## config.mk

```make
export PLATFORM = sky130hd
export DESIGN_NAME = enc_frame_sequencer_flat
export DESIGN_NICKNAME = d
export VERILOG_FILES = /design/src/rtl/enc_frame_sequencer_if.sv /design/src/rtl/enc_frame_sequencer.sv /design/src/flat_wrapper.sv
export SDC_FILE = /design/constraint.sdc
export NUM_CORES = 1
export LEC_CHECK = 0
export CORE_UTILIZATION = 45
export CTS_CLUSTER_SIZE = 40
export DETAILED_ROUTE_END_ITERATION = 12
export MAX_ROUTING_LAYER = met4
export PLACE_DENSITY = 0.79
export SKIP_CTS_REPAIR_TIMING = 1
export SLEW_MARGIN = 40
export SYNTH_ARGS = -nofsm -noshare
export SYNTH_HDL_FRONTEND = slang
export SYNTH_SLANG_ARGS = --single-unit
```

## constraint.sdc

```tcl
create_clock -name clk -period 1.7 [get_ports clk]
set_input_delay 0.255 -clock clk [delete_from_list [all_inputs] [get_ports clk]]
set_output_delay 0.255 -clock clk [all_outputs]
set_load 0.005 [all_outputs]
```

## src/rtl/enc_frame_sequencer_if.sv

```systemverilog
// Purpose: upstream byte-frame bus between a frame source and the encoder frame sequencer.
// Latency: none; this is a plain bundle of wires.
// Backpressure: the source may present a byte on any cycle, and the byte is taken only when frame_pushin=1 and frame_stall=0.
interface enc_frame_sequencer_if;
  logic       frame_pushin;
  logic [7:0] frame_data;
  logic       frame_last;
  logic       frame_stall;

  modport master (output frame_pushin, frame_data, frame_last, input frame_stall);
  modport slave  (input frame_pushin, frame_data, frame_last, output frame_stall);
endinterface

```

## src/rtl/enc_frame_sequencer.sv

```systemverilog
// Purpose: drives the 8b/10b encoder input with startup commas, then idles and SOF/data/EOF-framed payload, aborting over-long frames.
// Latency: the symbol chosen in cycle n appears on datain/kin/pushin in cycle n+1.
// Backpressure: frame_stall is registered and is low only in DATA and DRAIN. During DATA underruns, K28.0 fillers are sent.
module enc_frame_sequencer #(
  parameter int STARTUP_COMMAS = 8,
  parameter int MIN_IDLE       = 4,
  parameter int MAX_LEN        = 256
) (
  input  logic                 clk,
  input  logic                 reset,
  input  logic                 tx_en,
  enc_frame_sequencer_if.slave frm,
  output logic [7:0]           datain,
  output logic                 kin,
  output logic                 pushin,
  output logic                 startin,
  output logic [15:0]          frame_count,
  output logic                 err_trunc,
  output logic                 busy
);
  localparam logic [2:0] ST_INIT    = 3'd0;
  localparam logic [2:0] ST_STARTUP = 3'd1;
  localparam logic [2:0] ST_IDLE    = 3'd2;
  localparam logic [2:0] ST_SOF     = 3'd3;
  localparam logic [2:0] ST_DATA    = 3'd4;
  localparam logic [2:0] ST_EOF     = 3'd5;
  localparam logic [2:0] ST_ABORT   = 3'd6;
  localparam logic [2:0] ST_DRAIN   = 3'd7;

  localparam logic [7:0] K28_5 = 8'hBC;  // comma / idle
  localparam logic [7:0] K27_7 = 8'hFB;  // start of frame
  localparam logic [7:0] K29_7 = 8'hFD;  // end of frame
  localparam logic [7:0] K30_7 = 8'hFE;  // frame aborted
  localparam logic [7:0] K28_0 = 8'h1C;  // underrun filler

  localparam int SU_W = (STARTUP_COMMAS > 1) ? $clog2(STARTUP_COMMAS) : 1;
  localparam int ID_W = $clog2(MIN_IDLE + 1);
  localparam logic [SU_W-1:0] SU_LAST  = SU_W'(STARTUP_COMMAS - 1);
  localparam logic [ID_W-1:0] ID_MAX   = ID_W'(MIN_IDLE);
  localparam logic [15:0]     LEN_LAST = 16'(MAX_LEN - 1);

  logic [2:0]      state, state_nxt;
  logic [SU_W-1:0] su_cnt, su_cnt_nxt;
  logic [ID_W-1:0] idle_cnt, idle_cnt_nxt, idle_inc;
  logic [15:0]     len_cnt, len_cnt_nxt;
  logic [15:0]     count_nxt;
  logic            stall_q;
  logic            accept;
  logic [7:0]      sym_dat;
  logic            sym_k, sym_vld, start_nxt, trunc_nxt;

  assign frm.frame_stall = stall_q;
  assign accept          = frm.frame_pushin & ~stall_q;
  // The idle count includes the comma sent this cycle. As a result, a SOF follows exactly MIN_IDLE idles.
  assign idle_inc        = (idle_cnt == ID_MAX) ? idle_cnt : idle_cnt + 1'b1;

  // Choose the next state and the symbol for the next cycle.
  always_comb begin
    state_nxt    = state;
    su_cnt_nxt   = su_cnt;
    idle_cnt_nxt = idle_cnt;
    len_cnt_nxt  = len_cnt;
    count_nxt    = frame_count;
    sym_dat      = 8'h00;
    sym_k        = 1'b0;
    sym_vld      = 1'b0;
    start_nxt    = 1'b0;
    trunc_nxt    = 1'b0;
    case (state)
      ST_INIT: begin
        start_nxt  = 1'b1;
        su_cnt_nxt = '0;
        state_nxt  = ST_STARTUP;
      end
      ST_STARTUP: begin
        sym_vld = 1'b1;
        sym_k   = 1'b1;
        sym_dat = K28_5;
        if (su_cnt == SU_LAST) state_nxt = ST_IDLE;
        else                   su_cnt_nxt = su_cnt + 1'b1;
      end
      ST_IDLE: begin
        if (tx_en) begin
          sym_vld      = 1'b1;
          sym_k        = 1'b1;
          sym_dat      = K28_5;
          idle_cnt_nxt = idle_inc;
          if (idle_inc == ID_MAX && frm.frame_pushin) state_nxt = ST_SOF;
        end
      end
      ST_SOF: begin
        sym_vld     = 1'b1;
        sym_k       = 1'b1;
        sym_dat     = K27_7;
        len_cnt_nxt = '0;
        state_nxt   = ST_DATA;
      end
      ST_DATA: begin
        sym_vld = 1'b1;
        if (accept) begin
          sym_dat     = frm.frame_data;
          len_cnt_nxt = len_cnt + 16'd1;
          // When the final byte is also the MAX_LEN-th byte, the frame ends cleanly.
          if (frm.frame_last)          state_nxt = ST_EOF;
          else if (len_cnt == LEN_LAST) state_nxt = ST_ABORT;
        end else begin
          sym_k   = 1'b1;
          sym_dat = K28_0;
        end
      end
      ST_EOF: begin
        sym_vld      = 1'b1;
        sym_k        = 1'b1;
        sym_dat      = K29_7;
        count_nxt    = frame_count + 16'd1;
        idle_cnt_nxt = '0;
        state_nxt    = ST_IDLE;
      end
      ST_ABORT: begin
        sym_vld      = 1'b1;
        sym_k        = 1'b1;
        sym_dat      = K30_7;
        trunc_nxt    = 1'b1;
        idle_cnt_nxt = '0;
        state_nxt    = ST_DRAIN;
      end
      ST_DRAIN: begin
        sym_vld = 1'b1;
        sym_k   = 1'b1;
        sym_dat = K28_5;
        if (accept && frm.frame_last) state_nxt = ST_IDLE;
      end
    endcase
  end

  // Register the state, the counters and all outputs. Stall and busy follow the state being entered.
  always_ff @(posedge clk) begin
    if (reset) begin
      state       <= ST_INIT;
      su_cnt      <= '0;
      idle_cnt    <= '0;
      len_cnt     <= '0;
      frame_count <= '0;
      datain      <= 8'h00;
      kin         <= 1'b0;
      pushin      <= 1'b0;
      startin     <= 1'b0;
      err_trunc   <= 1'b0;
      busy        <= 1'b0;
      stall_q     <= 1'b1;
    end else begin
      state       <= state_nxt;
      su_cnt      <= su_cnt_nxt;
      idle_cnt    <= idle_cnt_nxt;
      len_cnt     <= len_cnt_nxt;
      frame_count <= count_nxt;
      datain      <= sym_dat;
      kin         <= sym_k;
      pushin      <= sym_vld;
      startin     <= start_nxt;
      err_trunc   <= trunc_nxt;
      busy        <= (state_nxt == ST_SOF) || (state_nxt == ST_DATA) || (state_nxt == ST_EOF) ||
                     (state_nxt == ST_ABORT) || (state_nxt == ST_DRAIN);
      stall_q     <= !((state_nxt == ST_DATA) || (state_nxt == ST_DRAIN));
    end
  end
endmodule

```

## src/flat_wrapper.sv

```systemverilog
// flat-port wrapper written by rule: the top's interface ports become plain ports
module enc_frame_sequencer_flat 
#(
  parameter int STARTUP_COMMAS = 8,
  parameter int MIN_IDLE       = 4,
  parameter int MAX_LEN        = 256
)
  (clk, reset, tx_en, datain, kin, pushin, startin, frame_count, err_trunc, busy, frm_frame_pushin, frm_frame_data, frm_frame_last, frm_frame_stall);
  enc_frame_sequencer_if frm_i ();
  input  logic clk;
  input  logic reset;
  input  logic tx_en;
  output logic [7:0] datain;
  output logic kin;
  output logic pushin;
  output logic startin;
  output logic [15:0] frame_count;
  output logic err_trunc;
  output logic busy;
  input wire logic [$bits(frm_i.frame_pushin)-1:0] frm_frame_pushin;
  input wire logic [$bits(frm_i.frame_data)-1:0] frm_frame_data;
  input wire logic [$bits(frm_i.frame_last)-1:0] frm_frame_last;
  output wire logic [$bits(frm_i.frame_stall)-1:0] frm_frame_stall;
  assign frm_i.frame_pushin = frm_frame_pushin;
  assign frm_i.frame_data = frm_frame_data;
  assign frm_i.frame_last = frm_frame_last;
  assign frm_frame_stall = frm_i.frame_stall;
  enc_frame_sequencer #(.STARTUP_COMMAS(STARTUP_COMMAS), .MIN_IDLE(MIN_IDLE), .MAX_LEN(MAX_LEN)) u_core (.clk(clk), .reset(reset), .tx_en(tx_en), .frm(frm_i), .datain(datain), .kin(kin), .pushin(pushin), .startin(startin), .frame_count(frame_count), .err_trunc(err_trunc), .busy(busy));
endmodule
```

== Word-level counts from Yosys, hierarchy flattened ==
Index checks and enable logic that the tools add are counted.
Storage, ports and cells
  flip-flop bits (word level): 55
  latch bits: 0
  RAM bits: 0
  memory bits (read-only): 0
  bits of input ports: 13
  logic and storage cells: 80
  memories: 0
Operators by class
  add/subtract/negate cells: 4
  multiply operators: 0
  div/mod/pow operators: 0
  magnitude comparators: 0
  eq/ne operators: 19
  shift-type cells: 0
  muxes and demuxes: 24
  bitwise operators: 2
  reductions and logical operators: 19
Operator list (number)
  case mux 8 bit (6 select lines): 1
  == test 3 bit, second input constant: 11
  adder 16 x 1 -> 16 bit, second input constant: 2
  case mux 16 bit (2 select lines): 1
  2-to-1 mux 3 bit: 10
  case mux 3 bit (8 select lines): 1
  == test 16 x 8 -> 1 bit, second input constant: 1
  2-to-1 mux 16 bit: 1
  2-to-1 mux 8 bit: 2
  case mux 3 bit (2 select lines): 2
  == test 3 x 2 -> 1 bit, second input constant: 3
  adder 3 x 1 -> 3 bit, second input constant: 2
  AND reduction 2 bit: 3
  nonzero test 2 bit: 3
  OR reduction 6 bit: 1
  logical OR 1 bit: 5
  OR reduction 5 bit: 1
  2-to-1 mux 1 bit: 4
  inequality test 2 bit, second input constant: 2
  OR reduction 2 bit: 2
  == test 3 x 1 -> 1 bit, second input constant: 1
  zero test 3 bit: 1
  case mux 1 bit (3 select lines): 1
  logical AND 1 bit: 2
  5 further kinds: 5

== Depth between registers and ports, before layout ==
Gate-level depths: netlist of run 1.
  depth in word-level cells: 12
  gate-level depth with buffers: 7
  depth with buffers taken out: 7

== Least setup slack after synthesis of run 1 ==
OpenSTA, ideal clock, no wires.
  path kind: register -> register
  start point: register u_core.len_cnt[9]
  end point: register u_core.stall_q (netlist: u_core.frm.frame_stall)
  library setup time: 0.069 ns
  arrival: 1.610 ns
  required time: 1.631 ns
  setup slack: 0.021 ns
  cell stages (with the launch flop): 6
  path buffers: 0
  period minus slack after synthesis: 1.679 ns
  path through: dfxtp_1 -> or4_1 -> or4_1 -> o31ai_2 -> nor2_1 -> o21ai_1
Between the ends
  longest elaborated chain between the ends: 8
RTL lines
  from (decl): line enc_frame_sequencer.sv:45  | logic [15:0] len_cnt, len_cnt_nxt;
  from (signal assigned): line enc_frame_sequencer.sv:155  | len_cnt <= len_cnt_nxt;
  == test 16 x 8 -> 1 bit *: line enc_frame_sequencer.sv:105  | else if (len_cnt == LEN_LAST) state_nxt = ST_ABORT;
  2-to-1 mux 3 bit *: line enc_frame_sequencer.sv:105
  2-to-1 mux 3 bit *: line enc_frame_sequencer.sv:104  | if (frm.frame_last) state_nxt = ST_EOF;
  2-to-1 mux 3 bit *: line enc_frame_sequencer.sv:100  | if (accept) begin
  case mux 3 bit (8 select lines) *: line enc_frame_sequencer.sv:69  | case (state)
  == test 3 bit: line enc_frame_sequencer.sv:164  | stall_q <= !((state_nxt == ST_DATA) || (state_nxt == ST_DRAIN));
  logical OR 1 bit *: line enc_frame_sequencer.sv:164
  zero test 1 bit *: line enc_frame_sequencer.sv:164
  to (signal assigned): line enc_frame_sequencer.sv:164
  to (decl): line enc_frame_sequencer.sv:47  | logic stall_q;
Mark *: on every way between the ends. The rest lies on a longest branch, timed or not.
A chain may end at the register's enable or synchronous reset.

== Final worst setup path of run 1 ==
Ends and elaborated chain as after synthesis.

==> run metrics, run 1 <==
crit-path max FO=3; initial DRC count=100; Hold Startpoint=u_core.frame_count[1]; sequential share of the synthesized area=42.7%; Clock Tree Root=clkbuf_8; Final Hold Vio Count=0; Yosys top cell area share=42.7%; Ports=43; Worst path top cell family by delay=simple AND/OR/NAND/NOR gates; Post-Route WL=5.44 mm; H-tree depth=2; Post-synth ARST share=0%; first-pass GRT wire length=9.22 mm; Overflow after GRT=0; area grow syn2layout=28.9%; CP required=1.94 ns; fin. max-slew vios=0; vias in the first global route=2101; peak supply drop=0.379 mV; DR DRC count=0; arrival time at the worst endpoint=2.00 ns; Pwr per Cell Area=800 nW/um^2; Distinct cells, synth=49; layout cells sized above 1=15.8%; status=finished, violations left; Core ar.=5510 sq um; worst path bufs/invs=0; Initial Utilization=46.9%; Critical Path End Type=flop; max cap viols=0; Crit-path slowest cell=or4_1; Routed Antenna Nets=0; critical path launch point type=flop; min-delay worst type=reg -> reg; Slew headroom=61.5%; Post-synth EDFFs=0; RSZ-0062 raised after global routing=true; Syn Nets=311; maximum clock path buffer count=2; ys flop type=dfxtp_1; Final setup viols=2; CP max stage delay=0.52 ns; Fin Setup TNS=-0.0918 ns; final net count=373; Layout Utilization=60.4%; Fmax achieved=569 MHz; Slew @ Worst Pin=0.569 ns; Clock transition at path regs=0.09 ns; top cell type by total area after synthesis=dfxtp_1; leakage power total=1.19 nW; Mapped Area=2580 sq um; Syn Area/Cell=8.84 sq um; GP Congestion=0.781; register bit total from synthesis=55; IO buf count=42; chain of cells forming the critical path=or4_1 -> or4_4 -> o31ai_4 -> nor2_1 -> o21ai_1; failing checks=negative setup slack; antenna violations before repair=0; Die Span Y=77.7 microns; Die X=77.7 microns; cells after synthesis=292; Worst Setup Path Type=reg -> reg; total number of vias=2202; pin count of the biggest net entering global routing=21; DRT Pass-1 Iters=4; Clock Skew=0.00709 ns; Cell Rows=27; top area cells in the synthesized netlist=dfxtp_1 43%, nor2_1 6.7%, xnor2_1 5.8%, xor2_1 3.7%, a21oi_1 3.7%; Reg-to-Reg Start=u_core.len_cnt[9]; clock sinks=55; Overall Power=2.66 mW; clock latency on the worst-skew pair=0.30 ns; Antenna diodes=0; synth warn=0; final period utilization=103%; dpl hpwl=3.97 mm; CP startpoint=u_core.len_cnt[9]; TritonCTS clock tree=yes; CTS Buf Count=5; wire per inst=12.7 microns; fill count=472; fin worst setup slack=-0.0578 ns; GRT Total Usage=19.6%; crit path time final=1.76 ns; Die ar.=6040 sq um; Hold WS=0.502 ns; DR vias/cell=5.16
cells by family (layout without fill, tap and decap cells):
| group | after synthesis | count (layout) | share of synthesized area, % |
|---|---|---|---|
| adder cells (fa/ha/maj) | 6 | 6 | 2.91 |
| multiplexers | 2 | 2 | 0.776 |
| XOR/XNOR | 28 | 28 | 9.50 |
| AO/OA/AOI/OAI | 46 | 46 | 10.6 |
| flip-flops | 55 | 55 | 42.7 |
| buffers and inverters | 20 | 83 | 4.99 |
| AND/OR/NAND/NOR | 135 | 135 | 28.6 |
placed cells by master, fill, tap and decap left out, types with 7 or more instances in the layout:
cell / instances
nand2_1: 23
buf_4: 27
o21ai_1: 10
a21oi_1: 19
nor2_1: 46
clkbuf_8: 7
xor2_1: 11
nor3_1: 8
clkdlybuf4s50_1: 42
dfxtp_1: 52
xnor2_1: 17
nand3_1: 12
worst reg2reg max path, stage by stage, from the launching register on:
cell,delay (ns)
dfxtp_2,0.35
or4_1,0.52
or4_4,0.44
o31ai_4,0.21
nor2_1,0.08
o21ai_1,0.10
path summary, 6_finish.rpt:
kind,endpoint,slack [ns],cells after the start
max,u_core.frm.frame_stall,-0.06,5
min,u_core.frame_count[1],0.50,2
max reg2reg,u_core.frm.frame_stall,-0.06,5
min reg2reg,u_core.frame_count[1],0.50,2
state kept, by name (all words and copies together) (netlist names):
signal and flops:
u_core.busy 1, u_core.frm.frame_stall 1, u_core.state 3, u_core.err_trunc 1
u_core.frame_count 16, u_core.pushin 1, u_core.idle_cnt 3, u_core.datain 8
u_core.su_cnt 3, u_core.kin 1, u_core.len_cnt 16, u_core.startin 1
routing by layer:
metal | track usage, % | vias to the layer above | wire length [microns]
met5 | - | - | 0
met4 | 9.06 | 0 | 131
met3 | 4.24 | 14 | 291
met2 | 30.9 | 53 | 2570
met1 | 23.9 | 1010 | 2440
li1 | - | 1125 | -
synth_stat cells (all sizes together) (2+ instances only):
master and number:
dfxtp 55, nor2 47, nand2 24, a21oi 19, xnor2 17, nor3 13, o21ai 13, nand3 12
xor2 11, buf 9, clkbuf 6, ha 6, nor2b 6, and3 5, nor4b 5, inv 4
nand4 4, a22oi 3, nand2b 3, nor3b 3, a211oi 2, a31oi 2, and4 2, mux2i 2
nand3b 2, nor4 2, o21bai 2, or3 2, or4 2
where the power goes:
group	switching [mW]	internal [mW]	leakage, nW	total [mW]
combinational	0.237	0.256	0.689	0.493
clock	0.399	0.372	0.0515	0.772
sequential	0.0449	1.35	0.447	1.40
total	0.681	1.98	1.19	2.66
cell type report:
type | count | area [sq um] | share of cell area, %
multi-input cells | 217 | 1370 | 41.2
flip-flops and latches | 55 | 1100 | 33.2
clock buffers | 8 | 100 | 3.01
inverters | 5 | 18.8 | 0.564
repair buffers | 70 | 643 | 19.3
well taps | 72 | 90.1 | 2.71
through the flow:
stage	cell area [sq um]	setup WS, ns	std cells
after floorplan	2580	0.0210	292
after global placement	3200	-0.307	419
after detailed placement	3200	-0.324	419
after CTS	3300	-0.121	427
after global routing	3330	-0.0801	427
final	3330	-0.0578	427
Note: power is estimated with default switching activity, not from simulation.
==> run 2: changes to the inputs <==
Settings changed: GPL_TIMING_DRIVEN set to 0.
==> run metrics, run 2 (synthesis gave the netlist of run 1 again) <==
TritonCTS clock tree=yes; min-delay worst type=in -> reg; Post-Route WL=5.58 mm (+2.7%); Worst Setup EP=u_core.frm.frame_stall; CP required=1.94 ns (about the same); crit-path max FO=3 (unchanged); max cap viols=0 (unchanged); Post-DP Area=3080 sq um (-3.8%); Core ar.=5510 sq um (unchanged); crit path time final=1.75 ns (-0.00287 ns); final period utilization=103% (-0.17 points); pin count of the biggest net entering global routing=16 (-24%); Ports=43 (unchanged); DR vias/cell=5.31 (+3.1%); DR DRC count=0 (unchanged); fin worst setup slack=-0.0549 ns (+0.00287 ns); CP startpoint=u_core.len_cnt[14]; Antenna diodes=0 (unchanged); total number of vias=2232 (+1.4%); top flop regs=u_core.frame_count: 16 flops, u_core.len_cnt: 16 flops, u_core.datain: 8 flops; status=finished, violations left; final net count=366 (-1.9%); Overflow after GRT=0 (unchanged); Cell Rows=27 (unchanged); layout cells sized above 1=14.4% (-1.4 points); Pwr per Cell Area=785 nW/um^2 (-1.8%); Layout Utilization=59.8% (-0.61 points); Initial Utilization=46.9% (unchanged); initial DRC count=133 (+33%); Routed Antenna Nets=0 (unchanged); dpl hpwl=3.78 mm (-4.7%); GP Congestion=0.836 (+7.1%); commonest non-fill, non-tap cell in the layout=dfxtp_1; RSZ-0062 raised after global routing=true; Final setup viols=1 (-1); highest-count cells in the layout ignoring fill and taps=51 x dfxtp_1, 45 x nor2_1, 41 x clkdlybuf4s50_1; wire per inst=13.3 microns (+4.4%); clock sinks=55 (unchanged); Die ar.=6040 sq um (unchanged); clock latency on the worst-skew pair=0.31 ns (about the same); Reg-to-Reg Start=u_core.len_cnt[14]; R2R depth=5 (unchanged); critical path launch point type=flop; leakage power total=1.19 nW (+0.26%); Clock Tree Root=clkbuf_8; failing checks=negative setup slack; IO buf count=41 (-2.4%); Slew headroom=63.7% (+2.1 points); fin. max-slew vios=0 (unchanged); Overall Power=2.59 mW (-2.8%); arrival time at the worst endpoint=1.99 ns (about the same); Critical Path End Type=flop; post-route design area=3290 sq um (-1.0%); Die X=77.7 microns (unchanged); DRT Pass-1 Iters=4 (unchanged); flop2flop setup slack=-0.05 ns (about the same); CTS Buf Count=5 (unchanged); area grow syn2layout=27.6%; Slew @ Worst Pin=0.544 ns (-0.0254 ns); Fmax achieved=570 MHz (+0.16%); vias in the first global route=2037 (-3.0%); fill count=464 (-1.7%); Fin Setup TNS=-0.0549 ns (+0.0368 ns); peak supply drop=0.386 mV (+1.9%); endpoint of the worst-slack reg-to-reg timing path=u_core.frm.frame_stall; GRT Total Usage=19.8% (+0.21 points); first-pass GRT wire length=9.23 mm (about the same); antenna violations before repair=0 (unchanged); Worst Setup Path Type=reg -> reg; Die Span Y=77.7 microns (unchanged); Final Hold Vio Count=0 (unchanged); H-tree depth=2 (unchanged); Clock Skew=0.00781 ns (+0.000721 ns); Clock transition at path regs=0.09 ns (about the same); maximum clock path buffer count=2 (unchanged)
-- run 2: cell type report --
cell class,instances,area [sq um],area share [%]
clock buffers,7,76.3,2.32
flip-flops and latches,55,1110,33.6
multi-input cells,217,1410,42.9
well taps,72,90.1,2.74
plain buffers,14,113,3.42
inverters,5,18.8,0.570
clock inverters,1,5.00,0.152
repair buffers,49,470,14.3
-- run 2: how the worst min path moves through the flow --
| stage | start | endpoint | slack [ns] | cells after the start |
|---|---|---|---|---|
| floorplan | tx_en | u_core.pushin | 0.40 | 2 |
| global placement | u_core.frame_count[1] | u_core.frame_count[1] | 0.49 | 2 |
| detailed placement | u_core.frame_count[1] | u_core.frame_count[1] | 0.49 | 2 |
| CTS | reset | u_core.startin | 0.18 | 2 |
| global route | reset | u_core.startin | 0.19 | 2 |
| finish | reset | u_core.startin | 0.18 | 2 |
-- run 2: through the flow --
| step | setup slack [ns] | hold WS (ns) | std cells |
|---|---|---|---|
| after floorplan | 0.0210 | 0.402 | 292 |
| after global placement | -0.470 | 0.486 | 405 |
| after detailed placement | -0.521 | 0.493 | 405 |
| after CTS | -0.206 | 0.177 | 413 |
| after global routing | -0.108 | 0.188 | 420 |
| final | -0.0549 | 0.183 | 420 |
-- run 2: per-layer routing --
layer  part of all wire, %  global-route usage (%)  wire [microns]
met2                    46                    30.6            2580
met1                    46                    24.8            2550
met5                     0                       -               0
met3                   5.7                    4.12             319
met4                   2.4                    8.87             136
-- run 2: power breakdown --
group | total, mW | leakage, nW | internal [mW] | switching, mW
sequential | 1.38 | 0.448 | 1.35 | 0.0320
combinational | 0.503 | 0.700 | 0.253 | 0.250
clock | 0.702 | 0.0422 | 0.290 | 0.411
total | 2.59 | 1.19 | 1.89 | 0.693
-- run 2: critical path, stage by stage, from the launching register on --
cell and delay [ns]:
dfxtp_2 0.35, or4_1 0.49, or4_4 0.44, o31ai_4 0.20
nor2_1 0.07, o21ai_1 0.14
==> run 3: changes to the inputs <==
Settings changed: TNS_END_PERCENT set to 5.
==> run metrics, run 3 (synthesis gave the netlist of run 1 again) <==
status=finished, violations left; failing checks=negative setup slack; wire per inst=13.2 microns (-0.77%); TritonCTS clock tree=yes; Die Span Y=77.7 microns (unchanged); Final setup viols=2 (+1); endpoint of the worst-slack reg-to-reg timing path=u_core.frm.frame_stall; H-tree depth=2 (unchanged); Final Hold Vio Count=0 (unchanged); clock latency on the worst-skew pair=0.31 ns (about the same); Worst Setup Path Type=in -> reg; Hold WS=0.184 ns (+0.000921 ns); Die ar.=6040 sq um (unchanged); Critical Path End Type=flop; Finished Layout Cells=420 (unchanged); Multi-input gate area=1400 sq um (-1.2%); Clock Skew=0.00558 ns (-0.00224 ns); dpl hpwl=3.78 mm (unchanged); IO buf count=41 (unchanged); leakage power total=1.16 nW (-2.9%); placed cells=405 (unchanged); Hold EP=u_core.startin; first-pass GRT wire length=9.23 mm (unchanged); DR DRC count=0 (unchanged); crit path time final=1.79 ns (+0.0369 ns); Overflow after GRT=0 (unchanged); CTS Buf Count=5 (unchanged); Die X=77.7 microns (unchanged); post-route design area=3270 sq um (-0.72%); maximum clock path buffer count=2 (unchanged); Post-DP Area=3080 sq um (unchanged); register area=1110 sq um (unchanged); final net count=366 (unchanged); max cap viols=0 (unchanged); CP max stage delay=0.48 ns (about the same); chain of cells forming the critical path=clkdlybuf4s50_1 -> or4_1 -> or4_4 -> o31ai_4 -> nor2_1 -> o21ai_1; Slew @ Worst Pin=0.502 ns (-0.0413 ns); Fmax achieved=558 MHz (-2.1%); Routed Antenna Nets=0 (unchanged); total number of vias=2231 (-0.045%); Slew headroom=66.0% (+2.4 points); fin. max-slew vios=0 (unchanged); Min-Delay Path Depth=2 (unchanged); vias in the first global route=2037 (unchanged); critical path launch point type=input pin; highest-count cells in the layout ignoring fill and taps=51 x dfxtp_1, 45 x nor2_1, 41 x clkdlybuf4s50_1; fin worst setup slack=-0.0919 ns (-0.0369 ns); GP Congestion=0.836 (unchanged); Pwr per Cell Area=787 nW/um^2 (+0.20%); DRT Pass-1 Iters=4 (unchanged); Clock transition at path regs=0.09 ns (about the same); pin count of the biggest net entering global routing=16 (unchanged); area grow syn2layout=26.7%; Clock Tree Root=clkbuf_8; GRT Total Usage=19.8% (unchanged); layout cells sized above 1=13.8% (-0.57 points); Core ar.=5510 sq um (unchanged); initial DRC count=108 (-19%); CP required=1.94 ns (about the same); min-delay worst type=in -> reg; arrival time at the worst endpoint=2.03 ns (+0.04 ns); Initial Utilization=46.9% (unchanged); crit-path max FO=3 (unchanged); peak supply drop=0.386 mV (-0.17%); Post-Route WL=5.54 mm (-0.77%); RSZ-0062 raised after global routing=true; Crit-path slowest cell=clkdlybuf4s50_1; top flop regs=u_core.frame_count: 16 flops, u_core.len_cnt: 16 flops, u_core.datain: 8 flops; final period utilization=105% (+2.2 points); flop2flop setup slack=-0.08 ns (-0.03 ns); fill count=473 (+1.9%); Antenna diodes=0 (unchanged); Ports=43 (unchanged); worst slack at placement=-0.521 ns (unchanged); Hold Startpoint=reset; R2R depth=5 (unchanged); Reg-to-Reg Start=u_core.len_cnt[14]; Cell Rows=27 (unchanged); commonest non-fill, non-tap cell in the layout=dfxtp_1; Overall Power=2.57 mW (-0.53%); DR vias/cell=5.31 (about the same); antenna violations before repair=0 (unchanged); clock sinks=55 (unchanged)
-- run 3: changes by cell type in the layout (fill, tap and decap cells not counted), sizes merged --
cell    change
clkbuf      +1
buf         -1
-- run 3: worst max-delay path by stage --
stage               depth (start not counted)  slack (ns)               start                     end
floorplan                                   5        0.02   u_core.len_cnt[9]  u_core.frm.frame_stall
global placement                            8       -0.47    frm_frame_pushin      u_core.len_cnt[14]
detailed placement                          8       -0.52    frm_frame_pushin       u_core.len_cnt[7]
CTS                                         8       -0.21    frm_frame_pushin       u_core.len_cnt[7]
global route                                5       -0.12  u_core.len_cnt[14]  u_core.frm.frame_stall
finish                                      6       -0.09      frm_frame_last  u_core.frm.frame_stall
-- run 3: routing by layer --
metal / vias to the layer above / global-route usage, % / share of wire [%]
met4: 0 / 8.87 / 2.4
met1: 1019 / 24.8 / 45
li1: 1116 / - / -
met5: - / - / 0
met3: 13 / 4.12 / 6.2
met2: 83 / 30.6 / 46
-- run 3: layout make-up --
class / count / area share (%)
repair buffers: 48 / 14.2
flip-flops and latches: 55 / 33.8
inverters: 5 / 0.574
clock buffers: 7 / 2.33
multi-input cells: 217 / 42.7
well taps: 72 / 2.76
plain buffers: 15 / 3.48
clock inverters: 1 / 0.153
-- run 3: worst max-delay path: cells and delay by family --
family / cells / cell delay, ns
AO/OA/AOI/OAI: 2 / 0.34
buffers and inverters: 1 / 0.48
AND/OR/NAND/NOR: 3 / 0.95
-- run 3: power breakdown --
group          leakage, nW  internal, mW  switching (mW)
sequential           0.448          1.35          0.0308
clock               0.0422         0.290           0.408
combinational        0.666         0.247           0.247
-- run 3: stage by stage --
step                      utilization [%]  setup TNS, ns
after floorplan                         -              0
after global placement               56.0          -6.25
after detailed placement             56.0          -6.92
after CTS                            57.4          -2.19
after global routing                 59.4         -0.509
final                                59.4         -0.111
